--- src/rtl/seg7_pkg.sv ---
// Shared definitions for the 7-segment pattern reader: active-low segment codes,
// nibble width, reader FSM states and a hex-to-pattern helper for loopback checkers.
package seg7_pkg;

    localparam int NIBBLE_W = 4;

    // Active-low a..g in bits 6..0 (bit6 = a, bit0 = g)
    localparam logic [6:0] SEG7_0     = 7'h01;
    localparam logic [6:0] SEG7_1     = 7'h4F;
    localparam logic [6:0] SEG7_2     = 7'h12;
    localparam logic [6:0] SEG7_3     = 7'h06;
    localparam logic [6:0] SEG7_4     = 7'h4C;
    localparam logic [6:0] SEG7_5     = 7'h24;
    localparam logic [6:0] SEG7_6     = 7'h20;
    localparam logic [6:0] SEG7_7     = 7'h0F;
    localparam logic [6:0] SEG7_8     = 7'h00;
    localparam logic [6:0] SEG7_9     = 7'h04;
    localparam logic [6:0] SEG7_A     = 7'h08;
    localparam logic [6:0] SEG7_B     = 7'h60;
    localparam logic [6:0] SEG7_C     = 7'h72;
    localparam logic [6:0] SEG7_D     = 7'h42;
    localparam logic [6:0] SEG7_E     = 7'h30;
    localparam logic [6:0] SEG7_F     = 7'h38;
    localparam logic [6:0] SEG7_BLANK = 7'h7F;

    typedef enum logic {
        COLLECT = 1'b0,
        HOLD    = 1'b1
    } state_t;

    function automatic logic [6:0] hex_to_seg7(input logic [NIBBLE_W-1:0] nib);
        logic [6:0] pat;
        case (nib)
            4'h0:    pat = SEG7_0;
            4'h1:    pat = SEG7_1;
            4'h2:    pat = SEG7_2;
            4'h3:    pat = SEG7_3;
            4'h4:    pat = SEG7_4;
            4'h5:    pat = SEG7_5;
            4'h6:    pat = SEG7_6;
            4'h7:    pat = SEG7_7;
            4'h8:    pat = SEG7_8;
            4'h9:    pat = SEG7_9;
            4'hA:    pat = SEG7_A;
            4'hB:    pat = SEG7_B;
            4'hC:    pat = SEG7_C;
            4'hD:    pat = SEG7_D;
            4'hE:    pat = SEG7_E;
            default: pat = SEG7_F;
        endcase
        return pat;
    endfunction

endpackage

--- src/rtl/seg7_pattern_to_hex.sv ---
// Combinational active-low 7-segment pattern to hex nibble; zero latency, no handshake.
// Any pattern outside the 16 hex glyphs (blank included) yields nibble 0 with o_legal low.
module seg7_pattern_to_hex
    import seg7_pkg::*;
(
    input  logic [6:0]          i_pattern,
    output logic [NIBBLE_W-1:0] o_nibble,
    output logic                o_legal
);

    always_comb begin
        o_nibble = '0;
        o_legal  = 1'b1;
        case (i_pattern)
            SEG7_0:  o_nibble = 4'h0;
            SEG7_1:  o_nibble = 4'h1;
            SEG7_2:  o_nibble = 4'h2;
            SEG7_3:  o_nibble = 4'h3;
            SEG7_4:  o_nibble = 4'h4;
            SEG7_5:  o_nibble = 4'h5;
            SEG7_6:  o_nibble = 4'h6;
            SEG7_7:  o_nibble = 4'h7;
            SEG7_8:  o_nibble = 4'h8;
            SEG7_9:  o_nibble = 4'h9;
            SEG7_A:  o_nibble = 4'hA;
            SEG7_B:  o_nibble = 4'hB;
            SEG7_C:  o_nibble = 4'hC;
            SEG7_D:  o_nibble = 4'hD;
            SEG7_E:  o_nibble = 4'hE;
            SEG7_F:  o_nibble = 4'hF;
            default: o_legal  = 1'b0;
        endcase
    end

endmodule

--- src/rtl/seg7_reader.sv ---
// Assembles DIGITS decoded segment patterns into a word (first digit = MSB); word_valid rises the
// cycle after the last digit, then seg_ready stays low until word_ready. SEG7_READER_DP_EN adds dp_out.
module seg7_reader
    import seg7_pkg::*;
#(
    parameter int DIGITS = 4
) (
    input  logic                         clk,
    input  logic                         rst_n,
    input  logic                         seg_valid,
    output logic                         seg_ready,
    input  logic [7:0]                   seg_in,
    output logic                         word_valid,
    input  logic                         word_ready,
    output logic [NIBBLE_W*DIGITS-1:0]   word_out,
`ifdef SEG7_READER_DP_EN
    output logic [DIGITS-1:0]            dp_out,
`endif
    output logic                         word_err
);

    state_t                       r_state;
    state_t                       w_next_state;
    logic [3:0]                   r_cnt;
    logic [NIBBLE_W*DIGITS-1:0]   r_word;
    logic [NIBBLE_W*DIGITS-1:0]   w_word_shift;
    logic                         r_err;
    logic [NIBBLE_W-1:0]          w_nibble;
    logic                         w_legal;
    logic                         w_seg_fire;
    logic                         w_word_fire;
    logic                         w_last;

    seg7_pattern_to_hex u_decode (
        .i_pattern (seg_in[6:0]),
        .o_nibble  (w_nibble),
        .o_legal   (w_legal)
    );

    assign w_last = (r_cnt == 4'(DIGITS - 1));

    // Handshake strobes and both ready/valid outputs come only from the state register
    always_comb begin
        w_next_state = r_state;
        seg_ready    = 1'b0;
        word_valid   = 1'b0;
        w_seg_fire   = 1'b0;
        w_word_fire  = 1'b0;
        case (r_state)
            COLLECT: begin
                seg_ready  = 1'b1;
                w_seg_fire = seg_valid;
                if (seg_valid && w_last) begin
                    w_next_state = HOLD;
                end
            end
            HOLD: begin
                word_valid  = 1'b1;
                w_word_fire = word_ready;
                if (word_ready) begin
                    w_next_state = COLLECT;
                end
            end
            default: w_next_state = COLLECT;
        endcase
    end

    always_ff @(posedge clk or negedge rst_n) begin
        if (!rst_n) begin
            r_state <= COLLECT;
        end else begin
            r_state <= w_next_state;
        end
    end

    generate
        if (DIGITS == 1) begin : g_shift_one
            assign w_word_shift = w_nibble;
        end else begin : g_shift_many
            assign w_word_shift = {r_word[NIBBLE_W*DIGITS-NIBBLE_W-1:0], w_nibble};
        end
    endgenerate

    // word_out is not cleared on the word handshake; the next word shifts it out
    always_ff @(posedge clk or negedge rst_n) begin
        if (!rst_n) begin
            r_word <= '0;
            r_err  <= 1'b0;
            r_cnt  <= '0;
        end else if (w_seg_fire) begin
            r_word <= w_word_shift;
            r_err  <= r_err | ~w_legal;
            r_cnt  <= r_cnt + 4'd1;
        end else if (w_word_fire) begin
            r_err  <= 1'b0;
            r_cnt  <= '0;
        end
    end

    assign word_out = r_word;
    assign word_err = r_err;

`ifdef SEG7_READER_DP_EN
    logic [DIGITS-1:0] r_dp;
    logic [DIGITS-1:0] w_dp_shift;

    generate
        if (DIGITS == 1) begin : g_dp_one
            assign w_dp_shift = ~seg_in[7];
        end else begin : g_dp_many
            assign w_dp_shift = {r_dp[DIGITS-2:0], ~seg_in[7]};
        end
    endgenerate

    always_ff @(posedge clk or negedge rst_n) begin
        if (!rst_n) begin
            r_dp <= '0;
        end else if (w_seg_fire) begin
            r_dp <= w_dp_shift;
        end
    end

    assign dp_out = r_dp;
`else
    logic w_unused_dp;
    assign w_unused_dp = seg_in[7];
`endif

endmodule

--- config.mk ---
export PLATFORM = sky130hd
export DESIGN_NAME = seg7_reader
export DESIGN_NICKNAME = d
export VERILOG_FILES = /design/src/rtl/seg7_pkg.sv /design/src/rtl/seg7_pattern_to_hex.sv /design/src/rtl/seg7_reader.sv
export SDC_FILE = /design/constraint.sdc
export NUM_CORES = 1
export LEC_CHECK = 0
export ABC_AREA = 1
export CAP_MARGIN = 40
export CORE_MARGIN = 1.5
export CORE_UTILIZATION = 45
export DETAILED_ROUTE_END_ITERATION = 16
export GPL_TIMING_DRIVEN = 0
export PLACE_DENSITY_LB_ADDON = 0.12
export SLEW_MARGIN = 20
export SYNTH_ARGS = -nofsm -noshare
export SYNTH_HDL_FRONTEND = slang
export SYNTH_SLANG_ARGS = --single-unit
--- constraint.sdc ---
create_clock -name clk -period 1.3 [get_ports clk]
set_input_delay 0.325 -clock clk [delete_from_list [all_inputs] [get_ports clk]]
set_output_delay 0.325 -clock clk [all_outputs]
set_load 0.05 [all_outputs]
==> Word-level counts from Yosys, hierarchy flattened <==
Index checks and enable logic that the tools add are counted.
{ "totals": {"register_bits": 22, "output_inout_bits": 19, "word_cells": 41} }
{ "op_classes": {"n_addsub": 1, "eq_ne": 16, "mux": 13, "bitwise": 3, "reduce_logical": 4} }
{ "op_table": {"columns": ["cell", "n"], "rows": [
  ["$pmux 4 s15", 1],
  ["$eq 7x7->1 const B", 5],
  ["$eq 7x6->1 const B", 4],
  ["$reduce_or 16->1", 1],
  ["$eq 7x3->1 const B", 2],
  ["$eq 7x4->1 const B", 2],
  ["$mux 1", 9],
  ["$mux 4", 2],
  ["$eq 7x1->1 const B", 1],
  ["$eq 7x5->1 const B", 1],
  ["$logic_not 7->1", 1],
  ["$add 4x1->4 const B", 1],
  ["$eq 4x2->1 const B", 1],
  ["$not 1->1", 2],
  ["$pmux 1 s2", 1],
  ["$reduce_bool 2->1", 1],
  ["$logic_and 1x1->1", 1],
  ["$or 1x1->1", 1]
]} }

==> Logic depth before layout (Yosys ltp) <==
Gate-level depths: netlist of run 1.
{ "depth": {"depth_word": 6, "mapped_depth": 9} }

==> By module <==
Synthesis of run 1 repeated with hierarchy kept, for this count alone.
{ "hier_totals": {"hier_cells": 179, "hier_area_um2": 1271.2} }
{ "by_module_without_submodules": {"columns": ["mod", "n_inst", "cells_per_inst", "area_each_um2"], "rows": [
  ["seg7_reader", 1, 106, 907.1],
  ["seg7_pattern_to_hex", 1, 73, 364.1]
]} }

==> Worst setup path after synthesis of run 1 <==
Ideal clock, no wire load.
{ "synth_timing": {"kind": "reg-to-reg", "startpoint": "register r_state", "endpoint": "register r_word[6] (netlist: word_out[6])", "setup_ns": 0.119, "arrival_time_ns": 1.700, "required_time_ns": 1.181, "setup_slack_ns": -0.520, "path_stages_with_launch": 8, "n_path_buf": 2, "period_less_slack_ns": 1.820, "path_cell_list": "dfrtp_1 > inv_1 > nand2_2 > inv_1 > buf_4 > buf_4 > nand2_1 > nand2_1"} }
{ "synth_between": {"elab_chain_cells": 1} }
{ "synth_lines": {"columns": ["element", "line", "rtl"], "rows": [
  ["from (decl)", "seg7_reader.sv:22", "state_t r_state;"],
  ["from (signal assigned)", "seg7_reader.sv:72", "r_state <= w_next_state;"],
  ["$mux 1", "seg7_reader.sv:49", "case (r_state)"],
  ["to (signal assigned)", "seg7_reader.sv:91", "r_word <= w_word_shift;"],
  ["to (decl)", "seg7_reader.sv:25", "logic [NIBBLE_W*DIGITS-1:0] r_word;"]
]} }
No other way between the ends.
A chain may end at the register's enable or synchronous reset.

==> Worst setup path after layout of run 1 <==
{ "layout_timing": {"startpoint": "register r_state", "endpoint": "output port seg_ready"} }
{ "layout_between": {"elab_chain_cells": 1} }
{ "layout_lines": {"columns": ["element", "line", "rtl"], "rows": [
  ["$mux 1", "seg7_reader.sv:49", null],
  ["to (decl)", "seg7_reader.sv:11", "output logic seg_ready,"]
]} }
No other way between the ends.

==> impl_metrics.py, run 1 <==
metrics = {
    "yosys": {
        "synth_edf_count": 0,
        "synth-seq-cells": 22,
        "synth_area_leader_cell": "dfrtp_1",
        "syn-num-nets": 178,
        "yosysUniqueCellTypes": 22,
        "ys_seq_area_share_pct": 46.8,
        "netlist_area_um2": 1180,
        "netlist_instances": 165,
        "synth_area_leaders": "dfrtp_1 (47%), nand2_1 (24%), nor2_1 (6.4%)",
        "ys_warn_count": 0,
        "async_reset_ff_share_pct": 100,
        "synth_top_area_share_pct": 46.8,
        "ys.flop_type": "dfrtp_1",
        "syn_area_per_cell_um2": 7.14,
    },
    "drt": {
        "drt-total-wl_um": 2650,
        "routedWlPerCell_um": 11.2,
        "viasPerCell": 4.97,
        "wl_met3_um": 114,
        "route.detailed.drc": 0,
        "met1_length_um": 1230,
        "drt_iter0_drc": 33,
        "highest_layer": "met4",
        "ant_nets": 0,
        "route.met2.wl_um": 1280,
        "vias": 1173,
        "drt_first_pass_iters": 4,
    },
    "floorplanning": {
        "ios": 31,
        "die_area_um2": 2930,
        "core_area_um2": 2480,
        "die_width_um": 54.2,
        "die_h_um": 54.2,
        "std_cell_rows": 18,
        "start_util_pct": 47.5,
    },
    "power": {
        "powerDensity_nw_per_um2": 1840,
        "power_frac_clock_pct": 12.7,
        "vdd_drop_max_mv": 1.21,
        "p_sw_share_pct": 47.0,
        "power_w": 0.00292,
        "pwr-share-seq_pct": 36.5,
        "power_switching_w": 0.00137,
        "leakagePower_nw": 0.871,
        "power_frac_comb_pct": 50.8,
        "intPower_w": 0.00154,
    },
    "setup_path": {
        "startpoint_type": "flop",
        "crit_path_max_fanout": 3,
        "worstPathArrival_ns": 1.04,
        "cp_data_required_time_ns": 0.98,
        "crit_type": "flop to output port",
        "worstSetupEndpointType": "output port",
    },
    "final_layout": {
        "register_area_um2": 552,
        "final_cell_mix": "nand2_1 (73), dfrtp_1 (21), nor2_1 (19)",
        "fin_nets": 220,
        "drive_gt1_share_pct": 26.2,
        "syn_to_final_growth_pct": 34.3,
        "multi_input_area_um2": 584,
        "final_util_pct": 63.8,
        "fill_cells": 241,
        "fin_cells": 236,
        "layout_commonest_cell": "nand2_1",
        "antennaDiodeCount": 0,
    },
    "cts": {
        "numCtsBuffers": 3,
        "cts_hold_buf": 0,
        "h-tree-depth": 1,
        "clock-sinks": 22,
        "cts_tree": "built",
        "cts_root_buf": "clkbuf_4",
        "clk_latency_ns": 0.30,
        "path_clk_slew_ns": 0.12,
        "clockBufferDepth": 2,
    },
    "sta": {
        "whs_ns": 0.276,
        "final_period_minus_worst_setup_slack_ns": 1.36,
        "timing.setup.tns_ns": -0.0615,
        "layout_setup_ws_ns": -0.0615,
        "max_slew.worst_pin.slew_ns": 0.345,
        "slew_violations": 0,
        "finClkSkew_ns": 0.00152,
        "hold_viol": 0,
        "rsz0062_at_grt": "yes",
        "fmax_mhz": 734,
        "fin_crit_sh_pct": 105,
        "maxSlewHeadroom_pct": 76.9,
        "setup_viol": 1,
    },
    "grt": {
        "grt_pass1_wl_um": 4130,
        "grt_overflow_total": 0,
        "grt_pass1_vias": 988,
        "grt_max_degree": 17,
        "antenna_found_initial": 0,
        "grt_usage_pct": 19.7,
    },
    "placement": {
        "numPortBuffers": 29,
        "post-place-cells": 225,
        "gp_congestion": 0.857,
        "dp_hpwl_um": 1990,
    },
    "status": {
        "status": "complete, but fails checks",
        "violations": "setup timing",
    },
    "run": {
        "maxCapViolCount": 0,
    },
    "min_path": {
        "hold_class": "input pin to asynchronous set/reset pin",
    },
}
[worst max-delay path, stage by stage (launching register included)]
cell and delay, ns:
dfrtp_2 0.43, clkinvlp_4 0.14, buf_6 0.17
[cell type report]
cell class,count,area share (%)
plain buffers,3,1.74
clock buffers,4,2.29
inverters,11,2.85
multi-input cells,129,36.9
flip-flops and latches,22,34.9
well taps,30,2.37
repair buffers,37,18.9
[synth_stat cells, types with 2 or more instances]
| master | n |
|---|---|
| nand3_1 | 9 |
| o21ai_0 | 4 |
| a21oi_1 | 2 |
| dfrtp_1 | 22 |
| inv_1 | 8 |
| buf_4 | 2 |
| inv_2 | 3 |
| nor2_1 | 20 |
| nand2_1 | 75 |
| nand2_2 | 5 |
| nand4_1 | 2 |
| nor2_2 | 3 |
[per-stage QoR]
stage          worst slack (ns)  cell area [µm²]
5_1_grt                  -0.101             1580
3_5_place_dp             -0.430             1540
2_1_floorplan            -0.314             1190
3_3_place_gp             -0.380             1520
4_1_cts                 -0.0616             1490
6_report                -0.0615             1580
[cells by family after synthesis]
| family | after synthesis | synth area share (%) |
|---|---|---|
| AOI/OAI and AO/OA | 10 | 5.21 |
| and+or+nand+nor | 118 | 41.9 |
| adders and majority gates | 1 | 1.06 |
| buffers and inverters | 14 | 5.10 |
| DFF | 22 | 46.8 |
[per-layer routing]
layer | vias to the layer above | track usage, %
li1 | 600 | -
met4 | 0 | 6.25
met5 | - | 0
met2 | 30 | 33.5
met1 | 539 | 24.5
met3 | 4 | 4.44
[final timing paths]
kind	cells after the start	to	startpoint	slack, ns
hold / removal	1	word_out[10]$_DFFE_PN0P_	rst_n	0.28
setup / recovery	2	seg_ready	r_state$_DFF_PN0_	-0.06
min in group clk	2	word_out[13]$_DFFE_PN0P_	word_out[13]$_DFFE_PN0P_	0.49
setup reg to reg	6	r_state$_DFF_PN0_	r_state$_DFF_PN0_	0.03
hold reg to reg	2	word_out[13]$_DFFE_PN0P_	word_out[13]$_DFFE_PN0P_	0.49
max in group asynchronous	2	r_state$_DFF_PN0_	rst_n	0.59
[power by group through the flow]
stage / registers, W / clock network, W / logic (W)
3_3_place_gp: 0.00107 / 0 / 0.00148
3_5_place_dp: 0.00108 / 0 / 0.00151
5_1_grt: 0.00109 / 0.000407 / 0.00160
2_1_floorplan: 0.00165 / 0 / 0.000418
6_report: 0.00106 / 0.000371 / 0.00148
4_1_cts: 0.00106 / 0.000376 / 0.00137
[state kept, by name (all words and copies together) (netlist names)]
| register | flops |
|---|---|
| word_out | 16 |
| r_cnt | 4 |
| r_state | 1 |
| word_err | 1 |
[timing repair]
| item | in CTS | in global routing |
|---|---|---|
| setup buffers | 0 | 6 |
| endpoints found under the setup margin | 31 | 27 |
| pin swaps | 0 | 1 |
| cloned | 0 | 1 |
| gates resized for setup | 109 | 21 |
Note: power is estimated with default switching activity, not from simulation.
==> run 2: changes to the inputs <==
ABC_AREA = default   (was 1)
MAX_ROUTING_LAYER = met4   (was default)
==> impl_metrics.py, run 2 <==
metrics = {
    "power": {
        "powerDensity_nw_per_um2": 1800,
        "leakagePower_nw": 0.842,
        "vdd_drop_max_mv": 1.48,
    },
    "grt": {
        "antenna_found_initial": 0,
        "grt_pass1_vias": 1065,
        "grt_max_degree": 15,
        "grt_usage_pct": 19.3,
        "grt_pass1_wl_um": 4650,
        "grt_overflow_total": 0,
    },
    "floorplanning": {
        "die_width_um": 55.3,
        "ios": 31,
        "die_h_um": 55.3,
        "std_cell_rows": 18,
        "core_area_um2": 2520,
        "start_util_pct": 48.7,
        "die_area_um2": 3050,
    },
    "placement": {
        "numPortBuffers": 25,
        "placed_area_um2": 1570,
        "post-place-cells": 201,
        "pre_cts_ws_ns": -0.828,
        "dp_hpwl_um": 1900,
        "gp_congestion": 0.903,
    },
    "yosys": {
        "synth_area_leader_cell": "dfrtp_1",
        "synth_area_leaders": "dfrtp_1 (45%), nand2_1 (16%), nor2_1 (2.4%)",
        "netlist_area_um2": 1230,
        "ys_seq_area_share_pct": 44.8,
        "ys_warn_count": 0,
        "synth-seq-cells": 22,
        "synthTopCellsByCount": "nand2_1 (51), dfrtp_1 (22), nor2_1 (8)",
        "ys.flop_type": "dfrtp_1",
        "syn_area_per_cell_um2": 8.47,
        "yosysMostFrequentCell": "nand2_1",
        "synth_top_area_share_pct": 44.8,
        "netlist_instances": 145,
        "synth_edf_count": 0,
        "yosysUniqueCellTypes": 35,
        "syn-num-nets": 158,
        "async_reset_ff_share_pct": 100,
    },
    "cts": {
        "cts_root_buf": "clkbuf_4",
        "clockBufferDepth": 2,
        "path_clk_slew_ns": 0.12,
        "h-tree-depth": 1,
        "clock-sinks": 22,
        "clk_latency_ns": 0.31,
        "cts_tree": "built",
        "numCtsBuffers": 3,
    },
    "final_layout": {
        "syn_to_final_growth_pct": 39.2,
        "largest_reg_flops": 16,
        "drive_gt1_share_pct": 35.8,
        "fin_nets": 201,
        "final_cell_mix": "nand2_1 (46), dfrtp_1 (21), buf_4 (18)",
        "layout_commonest_cell": "nand2_1",
        "stdcell_area_um2": 1710,
        "fin_cells": 217,
        "antennaDiodeCount": 0,
    },
    "sta": {
        "maxSlewHeadroom_pct": 69.6,
        "whs_ns": 0.311,
        "hold_viol": 0,
        "timing.setup.tns_ns": -0.180,
        "rsz0062_at_grt": "yes",
        "setup_viol": 3,
        "layout_setup_ws_ns": -0.0942,
        "final_period_minus_worst_setup_slack_ns": 1.39,
        "slew_violations": 0,
        "max_slew.worst_pin.slew_ns": 0.454,
        "fmax_mhz": 717,
        "finClkSkew_ns": 0.0135,
        "fin_crit_sh_pct": 107,
    },
    "setup_path": {
        "crit_type": "flop to output port",
        "r2r_slack_ns": -0.05,
        "critical_path.startpoint": "r_state$_DFF_PN0_",
        "worstSetupEndpointType": "output port",
        "r2r-start": "r_state$_DFF_PN0_",
        "cp_data_required_time_ns": 0.98,
        "startpoint_type": "flop",
        "crit_path_max_fanout": 2,
        "worstPathArrival_ns": 1.07,
    },
    "drt": {
        "highest_layer": "met4",
        "drt_iter0_drc": 34,
        "route.detailed.drc": 0,
        "ant_nets": 0,
        "route.met2.wl_um": 1330,
        "drt-total-wl_um": 2840,
        "wl_met3_um": 177,
        "viasPerCell": 5.27,
        "drt_first_pass_iters": 4,
        "vias": 1143,
        "met1_length_um": 1260,
        "routedWlPerCell_um": 13.1,
    },
    "run": {
        "maxCapViolCount": 0,
    },
    "min_path": {
        "hold_class": "input pin to asynchronous set/reset pin",
    },
    "status": {
        "status": "complete, but fails checks",
        "violations": "setup timing",
    },
}
==> run 2: worst paths after layout <==
kind | endpoint | cells after the start
setup / recovery | seg_ready | 3
hold / removal | word_out[13]$_DFFE_PN0P_ | 1
setup reg to reg | word_err$_DFFE_PN0P_ | 7
hold reg to reg | word_out[15]$_DFFE_PN0P_ | 2
max in group asynchronous | word_out[7]$_DFFE_PN0P_ | 2
min in group clk | word_out[1]$_DFFE_PN0P_ | 4
==> run 2: stage by stage <==
stage,util (%),total power [W]
after CTS,63.2,0.00290
after global placement,61.5,0.00258
after global routing,67.8,0.00326
after detailed placement,62.1,0.00263
final,67.8,0.00308
after floorplan,-,0.00213
==> run 2: area by class of cell <==
type                            count  area [µm²]
Fill cell                         232         812
Inverter                            3        15.0
Clock buffer                        4        26.3
Sequential cell                    22         552
Timing Repair Buffer               38         308
Buffer                             10        90.1
Multi-Input combinational cell    110         682
Tap cell                           30        37.5
==> run 2: logic make-up (layout without fill, tap and decap cells) <==
family	count (synthesis)	in the layout	synth area share, %
adder cells (fa/ha/maj)	1	1	1.02
buffers and inverters	13	55	5.70
AND/OR/NAND/NOR	81	81	30.9
AO/OA/AOI/OAI	23	23	14.0
multiplexers	1	1	0.815
flip-flops	22	22	44.8
XOR/XNOR	4	4	2.85
==> run 2: power breakdown <==
group / switching (W) / internal, W / leakage, nW
logic: 0.00107 / 0.000604 / 0.546
clock network: 0.000196 / 0.000120 / 0.0150
registers: 0.000184 / 0.000903 / 0.281
==> run 2: repair_timing <==
item,CTS,global route
cloned,0,1
resized for setup,122,31
setup buffers,7,4
hold buffers,0,0
pin swaps,6,11
setup endpoints to repair,35,30
==> run 2: critical path, stage by stage (launching register included) <==
cell        delay (ns)
dfrtp_2           0.43
buf_6             0.12
clkinvlp_4        0.07
buf_8             0.14
==> run 2: per-layer routing <==
metal | GRT usage, % | vias to the layer above
met5 | - | -
met3 | 4.68 | 8
li1 | - | 573
met4 | 8.36 | 0
met2 | 30.6 | 43
met1 | 23.5 | 519
==> run 3: changes to the inputs <==
CORE_MARGIN = default   (was 1.5)
==> impl_metrics.py, run 3 (synthesized netlist as in run 2, its figures left out) <==
metrics = {
    "status": {
        "status": "complete, but fails checks",
        "violations": "setup timing",
    },
    "final_layout": {
        "fin_nets": 199,
        "syn_to_final_growth_pct": 36.2,
        "final_cell_mix": "nand2_1 (50), dfrtp_1 (21), buf_4 (18)",
        "final_util_pct": 66.3,
        "largest_reg_flops": 16,
        "layout_commonest_cell": "nand2_1",
        "drive_gt1_share_pct": 34.1,
        "antennaDiodeCount": 0,
        "stdcell_area_um2": 1670,
    },
    "drt": {
        "ant_nets": 0,
        "vias": 1154,
        "drt_first_pass_iters": 4,
        "drt_iter0_drc": 26,
        "route.detailed.drc": 0,
        "routedWlPerCell_um": 13.1,
        "viasPerCell": 5.37,
        "drt-total-wl_um": 2830,
    },
    "power": {
        "power_frac_comb_pct": 54.1,
        "p_sw_share_pct": 47.3,
        "power_switching_w": 0.00143,
        "leakagePower_nw": 0.825,
        "power_w": 0.00303,
        "pwr-share-seq_pct": 35.4,
        "vdd_drop_max_mv": 1.44,
        "powerDensity_nw_per_um2": 1810,
        "intPower_w": 0.00160,
        "power_frac_clock_pct": 10.6,
    },
    "cts": {
        "h-tree-depth": 1,
        "cts_hold_buf": 0,
        "path_clk_slew_ns": 0.12,
        "clockBufferDepth": 2,
        "clk_latency_ns": 0.31,
        "cts_root_buf": "clkbuf_4",
        "clock-sinks": 22,
        "cts_tree": "built",
        "numCtsBuffers": 3,
    },
    "grt": {
        "grt_use_met1_pct": 27.1,
        "grt_max_degree": 15,
        "grt_usage_pct": 21.6,
        "grtUsageMet3_pct": 4.44,
        "grt_pass1_vias": 976,
        "grt_overflow_total": 0,
        "grt_pass1_wl_um": 4360,
        "use_met2_pct": 34.3,
        "top_usage_layer": "met2",
        "antenna_found_initial": 0,
    },
    "sta": {
        "final_period_minus_worst_setup_slack_ns": 1.41,
        "timing.setup.tns_ns": -0.202,
        "setup_viol": 3,
        "fmax_mhz": 707,
        "max_slew.worst_pin.slew_ns": 0.436,
        "maxSlewHeadroom_pct": 70.8,
        "layout_setup_ws_ns": -0.114,
        "slew_violations": 0,
        "fin_crit_sh_pct": 109,
        "hold_viol": 0,
        "rsz0062_at_grt": "yes",
        "finClkSkew_ns": 0.0143,
    },
    "placement": {
        "placed_area_um2": 1570,
        "gp_congestion": 0.907,
        "dp_hpwl_um": 1960,
        "pre_cts_ws_ns": -0.849,
        "numPortBuffers": 25,
    },
    "floorplanning": {
        "die_area_um2": 2940,
        "ios": 31,
        "std_cell_rows": 18,
        "die_h_um": 54.3,
        "core_area_um2": 2520,
        "start_util_pct": 48.7,
        "die_width_um": 54.3,
    },
    "setup_path": {
        "cp_data_required_time_ns": 0.98,
        "crit_path_max_fanout": 2,
        "worstPathArrival_ns": 1.09,
        "startpoint_type": "flop",
        "worstSetupEndpointType": "output port",
        "crit_type": "flop to output port",
    },
    "run": {
        "maxCapViolCount": 0,
    },
    "min_path": {
        "hold_class": "input pin to asynchronous set/reset pin",
    },
}
[run 3: cell count changes in the layout (fill, tap and decap cells not counted), moves of 2 or more]
| cell | previous run | this run |
|---|---|---|
| nand2_2 | 4 | 0 |
| buf_6 | 5 | 7 |
| a21oi_1 | 5 | 3 |
| buf_2 | 11 | 8 |
| nand2_1 | 46 | 50 |
| a21oi_2 | 0 | 2 |
[run 3: power by group through the flow]
stage | clock (W) | sequential [W] | combinational (W)
3_5_place_dp | 0 | 0.00108 | 0.00155
5_1_grt | 0.000366 | 0.00110 | 0.00175
4_1_cts | 0.000329 | 0.00106 | 0.00149
2_1_floorplan | 0 | 0.00162 | 0.000512
3_3_place_gp | 0 | 0.00107 | 0.00151
6_report | 0.000320 | 0.00107 | 0.00164
[run 3: per-stage QoR]
step,hold slack (ns),cells
floorplan,0.0294,145
global placement,0.456,200
detailed placement,0.462,201
CTS,0.320,212
global route,0.333,215
finish,0.301,215
[run 3: worst paths after layout]
path	to	slack [ns]	start	cells past startpoint
max in group asynchronous	word_out[15]$_DFFE_PN0P_	0.54	rst_n	2
worst min register to register	word_out[14]$_DFFE_PN0P_	0.48	word_out[14]$_DFFE_PN0P_	2
worst min-delay path	word_out[5]$_DFFE_PN0P_	0.30	rst_n	1
min in group clk	word_out[14]$_DFFE_PN0P_	0.48	word_out[14]$_DFFE_PN0P_	2
worst max register to register	word_err$_DFFE_PN0P_	-0.07	r_state$_DFF_PN0_	7
worst max-delay path	seg_ready	-0.11	r_state$_DFF_PN0_	3
[run 3: timing repair]
action                     4_1_cts  5_1_grt
pin swaps                        7        4
buffers inserted                 7        3
setup endpoints to repair       35       30
gates resized for setup        121       35
[run 3: area by class of cell]
type	count	area, µm²
Clock buffer	4	26.3
Multi-Input combinational cell	110	672
Fill cell	222	850
Timing Repair Buffer	36	280
Inverter	3	15.0
Tap cell	30	37.5
Sequential cell	22	552
Buffer	10	90.1
[run 3: routing by layer]
layer	vias up	wire (µm)
met1	532	1200
met5	-	0
met3	9	180
met4	0	47
met2	42	1400
li1	571	-
[run 3: worst max-delay path: stages (launching register included)]
cell and delay, ns:
dfrtp_2 0.43, buf_6 0.12, clkinvlp_4 0.08, buf_8 0.15
